## src/rtl/cnn_result_tx.sv

```systemverilog
// -----------------------------------------------------------------------------
// cnn_result_tx
// Output-side transmitter for the CNN layer. Result words arrive from the
// convolution datapath as single-cycle strobes (no backpressure), are buffered
// in a small FIFO and leave the accelerator as an AXI4-Stream master toward
// DMA. TLAST marks the final beat of each feature-map frame.
//
// Ports:
//   S_AXIS_ACLK    in   clock for the whole block
//   S_AXIS_ARESET  in   synchronous active-high reset
//   Res_Valid      in   one-cycle strobe, Res_Data holds a valid result
//   Res_Data       in   result word from the datapath
//   M_AXIS_TVALID  out  stream beat valid
//   M_AXIS_TDATA   out  stream data
//   M_AXIS_TLAST   out  last beat of a frame
//   M_AXIS_TREADY  in   downstream ready
//   Overflow       out  sticky, a result was dropped on a full FIFO
//   Frame_Done     out  one-cycle pulse after the TLAST beat handshakes
//   Busy           out  FIFO non-empty or a beat is being presented
// -----------------------------------------------------------------------------
module cnn_result_tx #(
    parameter int DATA_W     = 32,
    parameter int FIFO_DEPTH = 16,
    parameter int FRAME_LEN  = 100
) (
    input  logic              S_AXIS_ACLK,
    input  logic              S_AXIS_ARESET,
    input  logic              Res_Valid,
    input  logic [DATA_W-1:0] Res_Data,
    output logic              M_AXIS_TVALID,
    output logic [DATA_W-1:0] M_AXIS_TDATA,
    output logic              M_AXIS_TLAST,
    input  logic              M_AXIS_TREADY,
    output logic              Overflow,
    output logic              Frame_Done,
    output logic              Busy
);

    localparam int AW = (FIFO_DEPTH > 1) ? $clog2(FIFO_DEPTH) : 1;
    localparam int CW = $clog2(FIFO_DEPTH + 1);
    localparam int BW = (FRAME_LEN > 1) ? $clog2(FRAME_LEN) : 1;
    localparam logic [CW-1:0] DEPTH_C  = CW'(FIFO_DEPTH);
    localparam logic [BW-1:0] LAST_IDX = BW'(FRAME_LEN - 1);

    typedef enum logic [1:0] {
        IDLE,
        SEND,
        LAST
    } state_t;

    state_t            r_state;
    logic [DATA_W-1:0] r_mem [FIFO_DEPTH];
    logic [AW-1:0]     r_wptr;
    logic [AW-1:0]     r_rptr;
    logic [CW-1:0]     r_count;
    logic [BW-1:0]     r_beat;
    logic              r_tvalid;
    logic              r_tlast;
    logic [DATA_W-1:0] r_tdata;
    logic              r_overflow;
    logic              r_frameDone;

    logic w_fifoEmpty;
    logic w_fifoFull;
    logic w_handshake;
    logic w_load;
    logic w_push;
    logic w_beatIsLast;

    assign w_fifoEmpty  = (r_count == '0);
    assign w_fifoFull   = (r_count == DEPTH_C);
    assign w_handshake  = r_tvalid & M_AXIS_TREADY;
    // The output register refills whenever it is empty or being drained this
    // cycle, so TVALID only ever depends on registered state.
    assign w_load       = ~w_fifoEmpty & (~r_tvalid | M_AXIS_TREADY);
    // A full FIFO can still take a word when a pop frees a slot in the same cycle.
    assign w_push       = Res_Valid & (~w_fifoFull | w_load);
    assign w_beatIsLast = (r_beat == LAST_IDX);

    // FIFO storage; emptiness is governed by the pointers, so no reset needed.
    always_ff @(posedge S_AXIS_ACLK) begin
        if (!S_AXIS_ARESET && w_push) begin
            r_mem[r_wptr] <= Res_Data;
        end
    end

    // FIFO pointers, occupancy and the sticky overflow flag.
    always_ff @(posedge S_AXIS_ACLK) begin
        if (S_AXIS_ARESET) begin
            r_wptr     <= '0;
            r_rptr     <= '0;
            r_count    <= '0;
            r_overflow <= 1'b0;
        end else begin
            if (w_push) begin
                r_wptr <= r_wptr + 1'b1;
            end
            if (w_load) begin
                r_rptr <= r_rptr + 1'b1;
            end
            case ({w_push, w_load})
                2'b10:   r_count <= r_count + 1'b1;
                2'b01:   r_count <= r_count - 1'b1;
                default: r_count <= r_count;
            endcase
            if (Res_Valid && !w_push) begin
                r_overflow <= 1'b1;
            end
        end
    end

    // Output FSM: owns the AXI output register and the frame beat counter.
    // TLAST is decided when a word is loaded, so it is stable with TDATA.
    always_ff @(posedge S_AXIS_ACLK) begin
        if (S_AXIS_ARESET) begin
            r_state     <= IDLE;
            r_tvalid    <= 1'b0;
            r_tdata     <= '0;
            r_tlast     <= 1'b0;
            r_beat      <= '0;
            r_frameDone <= 1'b0;
        end else begin
            r_frameDone <= w_handshake && (r_state == LAST);
            if (w_load) begin
                r_tvalid <= 1'b1;
                r_tdata  <= r_mem[r_rptr];
                r_tlast  <= w_beatIsLast;
                r_beat   <= w_beatIsLast ? '0 : r_beat + 1'b1;
                r_state  <= w_beatIsLast ? LAST : SEND;
            end else if (w_handshake) begin
                r_tvalid <= 1'b0;
                r_tlast  <= 1'b0;
                r_state  <= IDLE;
            end
        end
    end

    assign M_AXIS_TVALID = r_tvalid;
    assign M_AXIS_TDATA  = r_tdata;
    assign M_AXIS_TLAST  = r_tlast;
    assign Overflow      = r_overflow;
    assign Frame_Done    = r_frameDone;
    assign Busy          = ~w_fifoEmpty | r_tvalid;

endmodule

```

## config.mk

```make
export PLATFORM = sky130hd
export DESIGN_NAME = cnn_result_tx
export DESIGN_NICKNAME = d
export VERILOG_FILES = /design/src/rtl/cnn_result_tx.sv
export SDC_FILE = /design/constraint.sdc
export NUM_CORES = 1
export LEC_CHECK = 0
export ABC_CLOCK_PERIOD_IN_PS = 3130
export CORE_ASPECT_RATIO = 0.9
export CORE_MARGIN = 8
export CORE_UTILIZATION = 55
export DETAILED_ROUTE_END_ITERATION = 12
export PLACE_DENSITY = 0.88
export SYNTH_ARGS = -nofsm -noshare
export SYNTH_HDL_FRONTEND = slang
export SYNTH_SLANG_ARGS = --single-unit
```

## constraint.sdc

```tcl
create_clock -name S_AXIS_ACLK -period 3.13 [get_ports S_AXIS_ACLK]
set_input_delay 0.626 -clock S_AXIS_ACLK [delete_from_list [all_inputs] [get_ports S_AXIS_ACLK]]
set_output_delay 0.626 -clock S_AXIS_ACLK [all_outputs]
set_load 0.005 [all_outputs]
```

==> impl_metrics.py, run 1 <==
metrics = {
    "status": {
        "status": "complete, no violations",
    },
    "die": {
        "core_area_sq_um": 39200,
        "row_count": 69,
        "die_w_um": 226,
        "initial_core_util_pct": 55.5,
        "io_pins": 73,
        "die_h_um": 205,
        "die_area_sq_um": 46100,
    },
    "layout": {
        "utilization_pct": 65.2,
        "mostFrequentLayoutCell": "edfxtp_1",
        "nNetsFinal": 1265,
        "area_growth_pct": 17.6,
        "final_cells": 1794,
        "drive_gt1_share_pct": 20.5,
        "antenna_cells": 0,
        "final_cell_mix": "edfxtp_1 (512), mux2i_1 (114), mux4_2 (96), clkdlybuf4s50_1 (71), dfxtp_1 (54)",
    },
    "routing": {
        "met3WireLength_um": 3740,
        "dr_total_vias": 11200,
        "drt-met1-wl_um": 19000,
        "first_pass_iters": 5,
        "viasPerCell": 6.26,
        "wirelength_um": 49200,
        "drc": 0,
        "met2_length_um": 25000,
        "top_layer_used": "met4",
        "drtAntennaViolNets": 0,
        "drt-initial-drc-count": 1110,
        "wl_per_cell_um": 27.4,
    },
    "cts": {
        "clk_latency_ps": 580,
        "cts_resized": 0,
        "cts_buffers": 52,
        "clock-root-buffer": "clkbuf_16",
        "clkSlewWorstSetupHoldPaths_ps": 70,
        "cts.path.max_buffers": 3,
        "post_cts_buffers": 0,
        "cts-hold-fix-buffers": 0,
        "clock_sinks": 569,
        "cts_tree": "done",
        "htreeDepth": 2,
    },
    "power_and_ir_drop": {
        "powerDensity_nw_per_um2": 761,
        "p_leak_nw": 7.93,
        "ir_drop_mv": 0.544,
        "p_total_mw": 19.5,
    },
    "critical_path": {
        "slowest_stage": "clkdlybuf4s50_1",
        "cp_max_fo": 9,
        "critPathLaunchType": "flip-flop",
        "crit_chain": "nor4_4 -> buf_4 -> and2_1 -> nand2b_1 -> clkdlybuf4s50_1",
        "crit_arrival_ps": 2120,
        "end_kind": "primary output",
        "cp_slowest_stage_delay_ps": 450,
        "critical_path_class": "reg2out",
        "cp.required_ps": 2500,
    },
    "synthesis": {
        "ys_types": 43,
        "ys_seq_elements": 569,
        "yosysSeqAreaShare_pct": 76.0,
        "postSynthNetCount": 1136,
        "syn_area_per_cell_sq_um": 19.9,
        "yosysWarnings": 0,
        "synth_area_sq_um": 21700,
        "syn_inst": 1090,
    },
    "timing": {
        "hold_viol": 0,
        "skew_ps": 20.3,
        "layout_worst_path_cycle_share_pct": 87.7,
        "finalSetupViolations": 0,
        "max_freq_ghz": 0.364,
        "period_needed_ps": 2750,
        "fin_ws_ps": 384,
        "relSlewSlack_pct": 44.6,
        "rsz0062_at_grt": "no",
        "slew_violations": 0,
        "worst_pin_slew_ps": 828,
    },
    "grt": {
        "grt_overflow": 0,
        "grt_antenna_before_repair": 0,
        "grt_first_pass_wirelength_um": 72800,
        "grt_pass1_vias": 11800,
        "grt_max_degree": 53,
        "grt_use_total_pct": 21.2,
    },
    "placed_design": {
        "port_buffers": 72,
        "dp_hpwl_um": 28300,
        "gp_congestion": 0.793,
        "dp_cells": 1697,
        "post-place-ws_ps": -14.4,
    },
    "flow_run": {
        "max-cap-violations": 0,
    },
    "worst_hold_path": {
        "hold_class": "in2reg",
    },
}
cell usage after synthesis (all sizes together):
| cell | count | area (sq um) |
|---|---|---|
| and2 | 1 | 6.26 |
| fa | 1 | 20.0 |
| nand3 | 4 | 20.0 |
| xor2 | 8 | 70.1 |
| nor4b | 2 | 17.5 |
| nor4 | 9 | 71.3 |
| nor2 | 48 | 180 |
| a22oi | 1 | 7.51 |
| nand4b | 1 | 8.76 |
| a41oi | 1 | 8.76 |
| a21oi | 9 | 45.0 |
| or3b | 2 | 17.5 |
| a21o | 3 | 22.5 |
| a211oi | 11 | 82.6 |
| nand2 | 20 | 77.6 |
| and3 | 3 | 18.8 |
| a31oi | 3 | 40.0 |
| nand4 | 4 | 25.0 |
| a32oi | 1 | 8.76 |
| nor2b | 3 | 18.8 |
| dfxtp | 57 | 1140 |
| clkbuf | 22 | 82.6 |
| xnor2 | 6 | 52.6 |
| o21ai | 3 | 15.0 |
| o221ai | 24 | 210 |
| inv | 8 | 30.0 |
| buf | 34 | 168 |
| or3 | 4 | 25.0 |
| o22ai | 32 | 200 |
| mux4 | 96 | 2160 |
| edfxtp | 512 | 15400 |
| nand3b | 30 | 225 |
| a311o | 1 | 10.0 |
| mux2i | 114 | 1140 |
| nand2b | 3 | 18.8 |
| ha | 9 | 113 |
stage by stage:
stage / hold WS, ps / TNS (ps) / instance area (sq um)
floorplan: 444 / -4040 / 21700
global placement: 458 / 0 / 23800
detailed placement: 466 / -14.4 / 23800
CTS: 334 / 0 / 25600
global route: 361 / 0 / 25600
finish: 373 / 0 / 25600
power breakdown:
part           switching, mW  internal [mW]
Clock                   2.73           3.81
Sequential             0.315           8.54
Combinational           2.05           2.01
critical path, delay by kind of cell, from the launching register on:
family                 cells  cell delay (ps)
DFF                        1              350
and+or+nand+nor            3              560
buffers and inverters      2              650
state kept, by name (all words and copies together) (netlist names):
name and cells:
M_AXIS_TVALID 1, r_mem 512, r_count 5, r_state 2, M_AXIS_TDATA 32, Frame_Done 1
r_beat 7, r_wptr 4, Overflow 1, r_rptr 4
cell families after synthesis:
logic type / Yosys count / share of synthesized area (%)
muxes: 210 / 15.2
AOI/OAI and AO/OA: 89 / 2.99
DFF: 569 / 76.0
adders and majority gates: 10 / 0.610
and+or+nand+nor: 134 / 3.36
xor gates and xnor gates: 14 / 0.564
buffers and inverters: 64 / 1.29
final cells by class:
type	count	area, sq um
Sequential cell	569	16500
Fill cell	2483	13600
Multi-Input combinational cell	457	5060
Timing Repair Buffer	131	1510
Clock buffer	68	1390
Tap cell	532	666
Clock inverter	29	370
Inverter	8	30.0
per-layer routing:
metal  GRT usage (%)  vias to the layer above
li1                -                     4737
met1            26.8                     5846
met2            36.6                      561
met3            3.99                       90
met4            7.35                        0
met5               0                        -
path summary, 6_finish.rpt:
path	startpoint	end	slack, ps	cells past startpoint
worst max register to register	r_count[1]$_SDFFE_PP0P_	r_count[4]$_SDFFE_PP0P_	470	9
worst min register to register	r_beat[1]$_SDFFE_PP0P_	r_beat[1]$_SDFFE_PP0P_	470	2
worst max-delay path	r_count[0]$_SDFFE_PP0P_	Busy	380	5
worst min-delay path	S_AXIS_ARESET	r_wptr[1]$_SDFFE_PP0P_	370	2
(Power assumes the default switching activity.)
==> run 2: changes to the inputs <==
--- a/config.mk
+++ b/config.mk
@@ -14,3 +14,4 @@
 export SYNTH_ARGS = -nofsm -noshare
 export SYNTH_HDL_FRONTEND = slang
 export SYNTH_SLANG_ARGS = --single-unit
+export TNS_END_PERCENT = 20
==> results of run 2 <==
No change in the layout: final DEF, timing and power equal those of run 1.
==> run 3: changes to the inputs <==
--- a/config.mk
+++ b/config.mk
@@ -11,6 +11,7 @@
 export CORE_UTILIZATION = 55
 export DETAILED_ROUTE_END_ITERATION = 12
 export PLACE_DENSITY = 0.88
+export REMOVE_ABC_BUFFERS = 1
 export SYNTH_ARGS = -nofsm -noshare
 export SYNTH_HDL_FRONTEND = slang
 export SYNTH_SLANG_ARGS = --single-unit
==> impl_metrics.py, run 3 (synthesis gave the netlist of run 1 again) <==
metrics = {
    "timing": {
        "layout_worst_path_cycle_share_pct": 87.4,
        "slew_violations": 0,
        "finalSetupViolations": 0,
        "whs_ps": 481,
        "fin_ws_ps": 394,
        "relSlewSlack_pct": 46.8,
        "skew_ps": 25.7,
        "worst_pin_slew_ps": 797,
        "period_needed_ps": 2740,
        "hold_viol": 0,
        "rsz0062_at_grt": "no",
        "max_freq_ghz": 0.365,
    },
    "critical_path": {
        "critical_path_class": "reg2out",
        "cp_max_fo": 9,
        "cp_slowest_stage_delay_ps": 440,
        "crit_arrival_ps": 2110,
        "end_kind": "primary output",
        "crit_buf_inv": 2,
        "cpLargestDelayFamily": "buffers and inverters",
        "cp.required_ps": 2500,
        "critPathLaunchType": "flip-flop",
        "slowest_stage": "clkdlybuf4s50_1",
        "crit_chain": "nor4_4 -> buf_4 -> and2_1 -> nand2b_1 -> clkdlybuf4s50_1",
    },
    "placed_design": {
        "port_buffers": 72,
        "gp_congestion": 0.812,
        "post-place-ws_ps": 10.3,
        "place_area_sq_um": 23700,
        "dp_hpwl_um": 29800,
    },
    "grt": {
        "grt_use_total_pct": 22.3,
        "grt_overflow": 0,
        "grt_pass1_vias": 11800,
        "grt_first_pass_wirelength_um": 76900,
        "grt_antenna_before_repair": 0,
        "grt_max_degree": 59,
    },
    "layout": {
        "area_growth_pct": 17.0,
        "regArea_sq_um": 16500,
        "final_cell_mix": "edfxtp_1 (512), mux2i_1 (114), mux4_2 (96), clkdlybuf4s50_1 (71), dfxtp_1 (54)",
        "fillers": 2389,
        "antenna_cells": 0,
        "final_area_sq_um": 25400,
        "mostFrequentLayoutCell": "edfxtp_1",
        "regMostFlops": "r_mem",
        "largest_register_ff_count": 512,
        "nNetsFinal": 1263,
        "drive_gt1_share_pct": 20.6,
        "multi_input_area_sq_um": 5060,
    },
    "cts": {
        "htreeDepth": 2,
        "cts_resized": 0,
        "post_cts_buffers": 0,
        "clock_sinks": 569,
        "cts-hold-fix-buffers": 0,
        "cts_tree": "done",
        "cts_buffers": 51,
        "clk_latency_ps": 580,
        "cts.path.max_buffers": 3,
        "clock-root-buffer": "clkbuf_16",
        "clkSlewWorstSetupHoldPaths_ps": 60,
    },
    "routing": {
        "dr_total_vias": 11700,
        "first_pass_iters": 8,
        "drc": 0,
        "drt-initial-drc-count": 1747,
        "wirelength_um": 51800,
        "viasPerCell": 6.51,
        "drtAntennaViolNets": 0,
        "wl_per_cell_um": 28.9,
    },
    "die": {
        "initial_core_util_pct": 55.5,
        "core_area_sq_um": 39200,
        "die_h_um": 205,
        "row_count": 69,
        "io_pins": 73,
        "die_w_um": 226,
        "die_area_sq_um": 46100,
    },
    "power_and_ir_drop": {
        "power.internal_mw": 14.2,
        "ir_drop_mv": 0.497,
        "p_total_mw": 19.6,
        "p_seq_share_pct": 45.5,
        "clkPwrFrac_pct": 33.2,
        "powerDensity_nw_per_um2": 769,
        "combPwrFrac_pct": 21.2,
        "p_sw_mw": 5.33,
        "p_leak_nw": 7.91,
        "switching_share_pct": 27.2,
    },
    "worst_hold_path": {
        "hold_class": "reg2reg",
    },
    "status": {
        "status": "complete, no violations",
    },
    "flow_run": {
        "max-cap-violations": 0,
    },
}
## run 3: cell count changes in the layout (fill, tap and decap cells not counted), moves of 2 or more
cell,previous run,this run
clkbuf_8,1,5
clkbuf_1,14,12
clkinvlp_4,6,3
buf_4,31,37
buf_12,28,21
clkbuf_16,53,51
## run 3: cell type report
cell class / instances / share of cell area, %
clock buffer: 68 / 5.46
clock inverter: 28 / 1.37
inverter: 8 / 0.118
multi-input combinational: 457 / 19.9
sequential: 569 / 65.0
tap: 532 / 2.62
timing repair buffer: 130 / 5.56
## run 3: path summary, 6_finish.rpt
| kind | from | to | slack (ps) | cells after the start |
|---|---|---|---|---|
| setup / recovery | r_count[0]$_SDFFE_PP0P_ | Busy | 390 | 5 |
| hold / removal | r_beat[1]$_SDFFE_PP0P_ | r_beat[1]$_SDFFE_PP0P_ | 480 | 2 |
| setup reg to reg | r_count[0]$_SDFFE_PP0P_ | r_count[4]$_SDFFE_PP0P_ | 490 | 10 |
| hold reg to reg | r_beat[1]$_SDFFE_PP0P_ | r_beat[1]$_SDFFE_PP0P_ | 480 | 2 |
## run 3: through the flow
stage	util, %	cells	TNS [ps]
global route	64.9	1792	0
finish	64.9	1792	0
detailed placement	60.5	1696	0
global placement	60.5	1696	0
floorplan	-	1034	-143610
CTS	64.9	1792	0
## run 3: worst min-delay path: stages (launching register included)
cell,delay (ps)
dfxtp_1,330
nand2_1,60
a21oi_1,50
## run 3: per-layer routing
metal | GRT usage (%) | vias up | wire (um)
li1 | - | 4728 | -
met1 | 30.3 | 5925 | 19300
met2 | 35.7 | 867 | 25100
met3 | 4.89 | 143 | 5700
met4 | 7.12 | 0 | 1640
met5 | 0 | - | 0
## run 3: power by group through the flow
stage	sequential (mW)	clock (mW)	combinational (mW)
after CTS	8.90	6.55	4.16
after global routing	8.93	6.81	4.40
after floorplan	9.18	0	2.03
after global placement	9.03	0	3.89
final	8.91	6.50	4.15
after detailed placement	9.05	0	4.04
